File: src/rtl/alu_seq.sv
// alu_seq: handshaked N-bit ALU with single-cycle logic/arith ops and an N-step shift-add multiplier
// Ports: clk, rst_n (sync, active-low); A, B, Cin, Mode, in_valid -> in_ready (request side);
//        Y, Cout, Overflow, out_valid <- out_ready (registered result side).
module alu_seq #(
  parameter int N          = 16,
  parameter int MUL_CYCLES = N
) (
  input  logic         clk,
  input  logic         rst_n,
  input  logic [N-1:0] A,
  input  logic [N-1:0] B,
  input  logic         Cin,
  input  logic [3:0]   Mode,
  input  logic         in_valid,
  output logic         in_ready,
  output logic [N-1:0] Y,
  output logic         Cout,
  output logic         Overflow,
  output logic         out_valid,
  input  logic         out_ready
);
  localparam int LW = $clog2(N);
  typedef enum logic [1:0] {IDLE, MUL, DONE} state_t;
  state_t state_q, state_d;
  logic [2*N-1:0] prod_q, prod_d, step;
  logic [N-1:0] a_q, a_d, y_q, y_d, alu_y, bop;
  logic [LW-1:0] cnt_q, cnt_d;
  logic hi_q, hi_d, cout_q, cout_d, ovf_q, ovf_d, alu_c, alu_v;
  logic [N:0] sum, psum;
  assign in_ready  = (state_q == IDLE) && rst_n;
  assign out_valid = state_q == DONE;
  assign Y         = y_q;
  assign Cout      = cout_q;
  assign Overflow  = ovf_q;
  // Product register holds {partial high half, remaining multiplier bits}; add multiplicand on LSB, then shift right.
  assign psum = {1'b0, prod_q[2*N-1:N]} + (prod_q[0] ? {1'b0, a_q} : '0);
  assign step = {psum, prod_q[N-1:1]};
  always_comb begin
    bop   = Mode[0] ? ~B : B;
    sum   = {1'b0, A} + {1'b0, bop} + {{N{1'b0}}, Cin};
    alu_c = 1'b0;
    alu_v = 1'b0;
    case (Mode)
      4'b0000: alu_y = A & B;
      4'b0001: alu_y = A | B;
      4'b0010: alu_y = A ^ B;
      4'b0011: alu_y = ~A;
      4'b0100, 4'b0101: begin
        alu_y = sum[N-1:0];
        alu_c = sum[N];
        alu_v = (A[N-1] == bop[N-1]) && (sum[N-1] != A[N-1]);
      end
      4'b0110: alu_y = A << B[LW-1:0];
      4'b0111: alu_y = $signed(A) >>> B[LW-1:0];
      4'b1000: alu_y = {{(N-1){1'b0}}, $signed(A) < $signed(B)};
      4'b1001: alu_y = {{(N-1){1'b0}}, A < B};
      default: alu_y = '0;
    endcase
  end
  always_comb begin
    state_d = state_q;
    prod_d  = prod_q;
    cnt_d   = cnt_q;
    a_d     = a_q;
    hi_d    = hi_q;
    y_d     = y_q;
    cout_d  = cout_q;
    ovf_d   = ovf_q;
    if (state_q == IDLE && in_valid) begin
      if (Mode[3:1] == 3'b101) begin
        state_d = MUL;
        prod_d  = {{N{1'b0}}, B};
        cnt_d   = '0;
        a_d     = A;
        hi_d    = Mode[0];
      end else begin
        state_d = DONE;
        y_d     = alu_y;
        cout_d  = alu_c;
        ovf_d   = alu_v;
      end
    end else if (state_q == MUL) begin
      prod_d = step;
      cnt_d  = cnt_q + 1'b1;
      if (cnt_q == LW'(MUL_CYCLES - 1)) begin
        state_d = DONE;
        y_d     = hi_q ? step[2*N-1:N] : step[N-1:0];
        cout_d  = 1'b0;
        ovf_d   = 1'b0;
      end
    end else if (state_q == DONE && out_ready) begin
      state_d = IDLE;
    end
  end
  always_ff @(posedge clk) begin
    if (!rst_n) begin
      state_q <= IDLE;
      prod_q  <= '0;
      cnt_q   <= '0;
      a_q     <= '0;
      hi_q    <= 1'b0;
      y_q     <= '0;
      cout_q  <= 1'b0;
      ovf_q   <= 1'b0;
    end else begin
      state_q <= state_d;
      prod_q  <= prod_d;
      cnt_q   <= cnt_d;
      a_q     <= a_d;
      hi_q    <= hi_d;
      y_q     <= y_d;
      cout_q  <= cout_d;
      ovf_q   <= ovf_d;
    end
  end
endmodule

File: config.mk
export PLATFORM = sky130hd
export DESIGN_NAME = alu_seq
export DESIGN_NICKNAME = d
export VERILOG_FILES = /design/src/rtl/alu_seq.sv
export SDC_FILE = /design/constraint.sdc
export NUM_CORES = 1
export LEC_CHECK = 0
export BUFFER_PORTS_ARGS = -buffer_cell sky130_fd_sc_hd__clkbuf_2
export CORE_UTILIZATION = 50
export DETAILED_ROUTE_END_ITERATION = 6
export HOLD_SLACK_MARGIN = 0.08
export PLACE_DENSITY = 0.67
export SYNTH_ARGS = -nofsm -noshare
export SYNTH_HDL_FRONTEND = slang
export SYNTH_SLANG_ARGS = --single-unit
File: constraint.sdc
create_clock -name clk -period 12.2 [get_ports clk]
set_input_delay 2.44 -clock clk [delete_from_list [all_inputs] [get_ports clk]]
set_output_delay 2.44 -clock clk [all_outputs]
set_load 0.03 [all_outputs]
==> impl_metrics.ini, run 1 <==
[status]
outcome = completed

[global_route]
grt_overflow_total = 0
grt_usage_pct = 30.3
grt_use_met2_pct = 46.8
grt_max_degree = 61
grt_use_met1_pct = 43.0
grt_pass1_vias = 6897
grt_pass1_wl_um = 37500
use_met3_pct = 4.07
top_usage_layer = met2
antenna_found_initial = 0

[setup_path]
path_max_fanout = 18
r2r_cells = 11
worstPathRequired_ns = 9.76
critPathKind = in -> out
endpoint_kind = output pin
cp-start-kind = input port
crit_arrival_ns = 3.30

[timing]
hold_viol = 0
timing.slew.headroom_pct = 28.3
setup_tns_ns = 0
drv_slew = 0
period_share_pct = 47.1
rsz0062_at_grt = false
setup_viol = 0
tightest_slew_ns = 1.07
hold_slack_ns = 0.451
period_needed_ns = 5.74
clock.fmax_ghz = 0.174
fin_skew_ns = 0.0121

[min_path]
min_path_type = reg -> reg
min_path_cells = 2

[routing]
viasPerCell = 6.24
drc = 0
finalWirelength_um = 23400
drt.antenna.violating_nets = 0
first_pass_iters = 6
vias = 7505
post_drt_wl_per_cell_um = 19.5
drtIter0Drc = 769

[clocking]
cts_root_buffer = clkbuf_16
cts_buffers = 9
cts_tree = yes
clk_pin_slew_ns = 0.06
cts_post_setup_buffers_inserted = 0
htreeDepth = 3
clk_latency_ns = 0.34
cts_resized = 0
cts.sinks = 73
cts_hold_buf = 0
cts_buffer_depth = 2

[floorplanning]
rows = 44
io_pins = 61
start_util_pct = 51.8
core_area_mm2 = 0.0146
die_y_um = 125
die-area_mm2 = 0.0157
die_width_um = 125

[synth]
synthTopCellsByArea = dfxtp_1 19%, ha_1 13%, a21oi_1 6.1%
synth_edf_count = 0
netlist-cell-type-count = 85
synth.avg_cell_area_um2 = 7.60
syn_nets = 1123
synth_ff_type = dfxtp_1
ys_seq_area_share_pct = 19.3
synth_top_area_share_pct = 19.3
ys_warn_count = 0
yosysTopAreaCell = dfxtp_1
syn-instance-count = 998
syn_area_mm2 = 0.00758
synthArstFlopShare_pct = 0
ys_ff_latch = 73

[placement]
post-dp-hpwl_um = 17200
place_area_mm2 = 0.00790
place_inst = 1186
finalWeightedCongestion = 0.944
placement.io_buffers = 60

[layout]
mostFrequentLayoutCell = nor2_1
drive_above_1_share_pct = 12.8
final_cell_mix = 105 x nor2_1, 104 x nand2_1, 93 x a21oi_1
design_area_mm2 = 0.00824
nNetsFinal = 1138
areaGrowthSynthToFinish_pct = 8.60
final_cell_count_no_fill = 1202
antenna_cells = 0
num-fill-cells = 1461

[power]
power_leakage_nw = 3.47
powerDensity_mw_per_mm2 = 96.5
ir_drop_v = 0.0000626

[job]
cap_violations = 0
synthesized netlist by cell type (4+ instances only):
| library cell | instances |
|---|---|
| a211oi_1 | 20 |
| a21o_1 | 7 |
| a21oi_1 | 93 |
| a221oi_1 | 6 |
| a22oi_1 | 9 |
| a31oi_1 | 9 |
| and2_1 | 19 |
| buf_1 | 10 |
| buf_2 | 9 |
| clkbuf_1 | 38 |
| dfxtp_1 | 73 |
| ha_1 | 81 |
| inv_1 | 45 |
| mux2_2 | 10 |
| mux2i_1 | 19 |
| mux4_2 | 14 |
| nand2_1 | 104 |
| nand2b_1 | 10 |
| nand3_1 | 15 |
| nand4_1 | 4 |
| nor2_1 | 105 |
| nor2b_1 | 6 |
| nor3_1 | 20 |
| nor4_1 | 6 |
| o2111ai_1 | 5 |
| o211ai_1 | 23 |
| o21a_1 | 7 |
| o21ai_0 | 82 |
| o21bai_1 | 4 |
| o221ai_1 | 8 |
| o22ai_1 | 9 |
| o31ai_1 | 6 |
| or2_2 | 4 |
| or3_1 | 4 |
| xnor2_1 | 18 |
| xor2_1 | 24 |
worst max-delay path: stages:
cell and delay (ns):
clkbuf_2 0.33, clkinv_1 0.15, nor3_1 0.15, clkbuf_2 0.23
cell type report:
class                      instances  area [µm²]  share of cell area, %
clock buffer                      12         267                   3.24
multi-input combinational        813        5660                   68.8
tap                              184         230                   2.80
inverter                          48         180                   2.19
timing repair buffer              68         360                   4.38
clock inverter                     4        73.8                  0.896
sequential                        73        1460                   17.7
stage by stage:
step | utilization, % | power (mW) | setup slack (ns)
floorplan | - | 0.428 | 6.03
global placement | 53.9 | 0.493 | 6.41
detailed placement | 53.9 | 0.494 | 6.39
CTS | 56.2 | 0.793 | 6.46
global route | 56.2 | 0.832 | 6.40
finish | 56.2 | 0.795 | 6.46
cell families after synthesis:
| group | Yosys count | share of synthesized area [%] |
|---|---|---|
| xor+xnor | 42 | 4.85 |
| fa+ha+maj | 84 | 14.2 |
| buf+inv | 112 | 6.34 |
| flops | 73 | 19.3 |
| compound gates | 323 | 27.4 |
| simple gates | 320 | 19.6 |
| mux | 44 | 8.35 |
worst paths after layout:
kind,start,to,slack (ns)
max,rst_n,in_ready,6.46
min,a_q[7]$_SDFFE_PN0P_,a_q[7]$_SDFFE_PN0P_,0.45
max reg2reg,prod_q[0]$_SDFFE_PN0P_,Y[13]$_SDFFE_PN0P_,8.81
min reg2reg,a_q[7]$_SDFFE_PN0P_,a_q[7]$_SDFFE_PN0P_,0.45
metal layers:
layer	part of all wire [%]	up-vias
met5	0	-
li1	-	3662
met2	44	323
met1	46	3481
met4	2.4	0
met3	7.8	39
flip-flops by register name, summed over array words and instances, names as in the netlist:
signal and cells:
Cout 1, Overflow 1, Y 16, a_q 16
cnt_q 4, hi_q 1, prod_q 32, state_q 2
power by group:
group          internal, mW  switching [mW]  total [mW]
clock                 0.196           0.105       0.301
combinational        0.0855           0.152       0.237
sequential            0.249         0.00801       0.257
(Power assumes the default switching activity.)
==> run 2: changes to the inputs <==
--- a/config.mk
+++ b/config.mk
@@ -9,7 +9,7 @@
 export CORE_UTILIZATION = 50
 export DETAILED_ROUTE_END_ITERATION = 6
 export HOLD_SLACK_MARGIN = 0.08
-export PLACE_DENSITY = 0.67
+export PLACE_DENSITY = 0.7
 export SYNTH_ARGS = -nofsm -noshare
 export SYNTH_HDL_FRONTEND = slang
 export SYNTH_SLANG_ARGS = --single-unit
==> constraint.sdc (replaced) <==
create_clock -name clk -period 5.1 [get_ports clk]
set_input_delay 1.02 -clock clk [delete_from_list [all_inputs] [get_ports clk]]
set_output_delay 1.02 -clock clk [all_outputs]
set_load 0.03 [all_outputs]
==> impl_metrics.ini, run 2 (synthesis gave the netlist of run 1 again) <==
[timing]
clock.fmax_ghz = 0.268
setup_tns_ns = 0
worst_slack_ns = 1.38
period_needed_ns = 3.72
fin_skew_ns = 0.0111
setup_viol = 0
rsz0062_at_grt = false
period_share_pct = 73.0
drv_slew = 0
timing.slew.headroom_pct = 23.3
hold_slack_ns = 0.447
hold_viol = 0
tightest_slew_ns = 1.15

[layout]
top_register = prod_q
mostFrequentLayoutCell = nor2_1
final_cell_mix = 105 x nor2_1, 104 x nand2_1, 93 x a21oi_1
nNetsFinal = 1143
antenna_cells = 0
drive_above_1_share_pct = 13.1
largest_reg_flops = 32
areaGrowthSynthToFinish_pct = 8.69
num-fill-cells = 1415

[floorplanning]
die_width_um = 125
die-area_mm2 = 0.0157
core_area_mm2 = 0.0146
io_pins = 61
start_util_pct = 51.8
rows = 44
die_y_um = 125

[clocking]
clk_latency_ns = 0.34
cts_tree = yes
cts_root_buffer = clkbuf_16
cts.sinks = 73
cts_resized = 0
clk_pin_slew_ns = 0.06
cts_buffer_depth = 2
cts_buffers = 9
cts_post_setup_buffers_inserted = 0
htreeDepth = 3
cts_hold_buf = 0

[status]
outcome = completed

[global_route]
grt_pass1_vias = 7108
antenna_found_initial = 0
top_usage_layer = met2
use_met3_pct = 4.15
grt_use_met2_pct = 47.4
grt_pass1_wl_um = 37900
grt_overflow_total = 0
grt_usage_pct = 30.2
grt_max_degree = 61
grt_use_met1_pct = 42.0

[min_path]
min_path_type = reg -> reg

[routing]
drtIter0Drc = 944
vias = 7622
first_pass_iters = 7
finalWirelength_um = 23300
viasPerCell = 6.32
drc = 0
drt.antenna.violating_nets = 0
post_drt_wl_per_cell_um = 19.3

[setup_path]
critPathKind = in -> reg
cp_cell_sequence = clkbuf_2 -> buf_4 -> xor2_1 -> ha_1 -> a21o_1 -> a41oi_1 -> o311ai_0 -> a31oi_1 -> nor2_1 -> a2111oi_0 -> o21ai_0
cp-start-kind = input port
endpoint_kind = flop
path_max_fanout = 26
worstPathRequired_ns = 5.32
slowest_delay_ns = 0.41
crit_arrival_ns = 3.94
cp_slowest_cell = a41oi_1

[power]
ir_drop_v = 0.000126
power_leakage_nw = 3.47
powerDensity_mw_per_mm2 = 227

[placement]
post-dp-hpwl_um = 17100
finalWeightedCongestion = 0.963
place_ws_ns = 1.04
placement.io_buffers = 60

[job]
cap_violations = 0
-- run 2: where the power goes --
part,internal [mW],switching (mW)
clock network,0.438,0.245
registers,0.595,0.0192
logic,0.208,0.366
total,1.24,0.629
-- run 2: worst max-delay path: cells and delay by family --
| kind | cells | cell delay, ns |
|---|---|---|
| AO/OA/AOI/OAI | 6 | 1.85 |
| adder cells (fa/ha/maj) | 1 | 0.29 |
| XOR/XNOR | 1 | 0.19 |
| buffers and inverters | 2 | 0.52 |
| AND/OR/NAND/NOR | 1 | 0.08 |
-- run 2: final cells by class --
cell class | instances | area, µm² | share of cell area (%)
timing repair buffer | 73 | 398 | 4.83
inverter | 48 | 180 | 2.19
sequential | 73 | 1460 | 17.7
clock inverter | 5 | 80.1 | 0.971
tap | 184 | 230 | 2.79
multi-input combinational | 813 | 5650 | 68.6
clock buffer | 10 | 239 | 2.90
-- run 2: path summary, 6_finish.rpt --
kind / start / endpoint / slack, ns / cells after the start
max: Mode[0] / Cout$_SDFFE_PN0P_ / 1.38 / 11
min reg2reg: a_q[13]$_SDFFE_PN0P_ / a_q[13]$_SDFFE_PN0P_ / 0.45 / 2
max reg2reg: prod_q[0]$_SDFFE_PN0P_ / Y[13]$_SDFFE_PN0P_ / 1.74 / 11
min: a_q[13]$_SDFFE_PN0P_ / a_q[13]$_SDFFE_PN0P_ / 0.45 / 2
-- run 2: metrics by stage --
| stage | cells | power [mW] | util [%] | cell area (µm²) |
|---|---|---|---|---|
| after floorplan | 998 | 1.02 | - | 7580 |
| after global placement | 1191 | 1.18 | 54.1 | 7920 |
| after detailed placement | 1191 | 1.19 | 54.1 | 7920 |
| after CTS | 1206 | 1.86 | 56.3 | 8240 |
| after global routing | 1206 | 1.96 | 56.3 | 8240 |
| final | 1206 | 1.87 | 56.3 | 8240 |
-- run 2: per-layer routing --
metal / wire length (µm) / vias to the layer above / part of all wire [%]
met1: 10400 / 3544 / 45
met5: 0 / - / 0
met4: 657 / 0 / 2.8
met3: 1790 / 51 / 7.7
li1: - / 3682 / -
met2: 10500 / 345 / 45
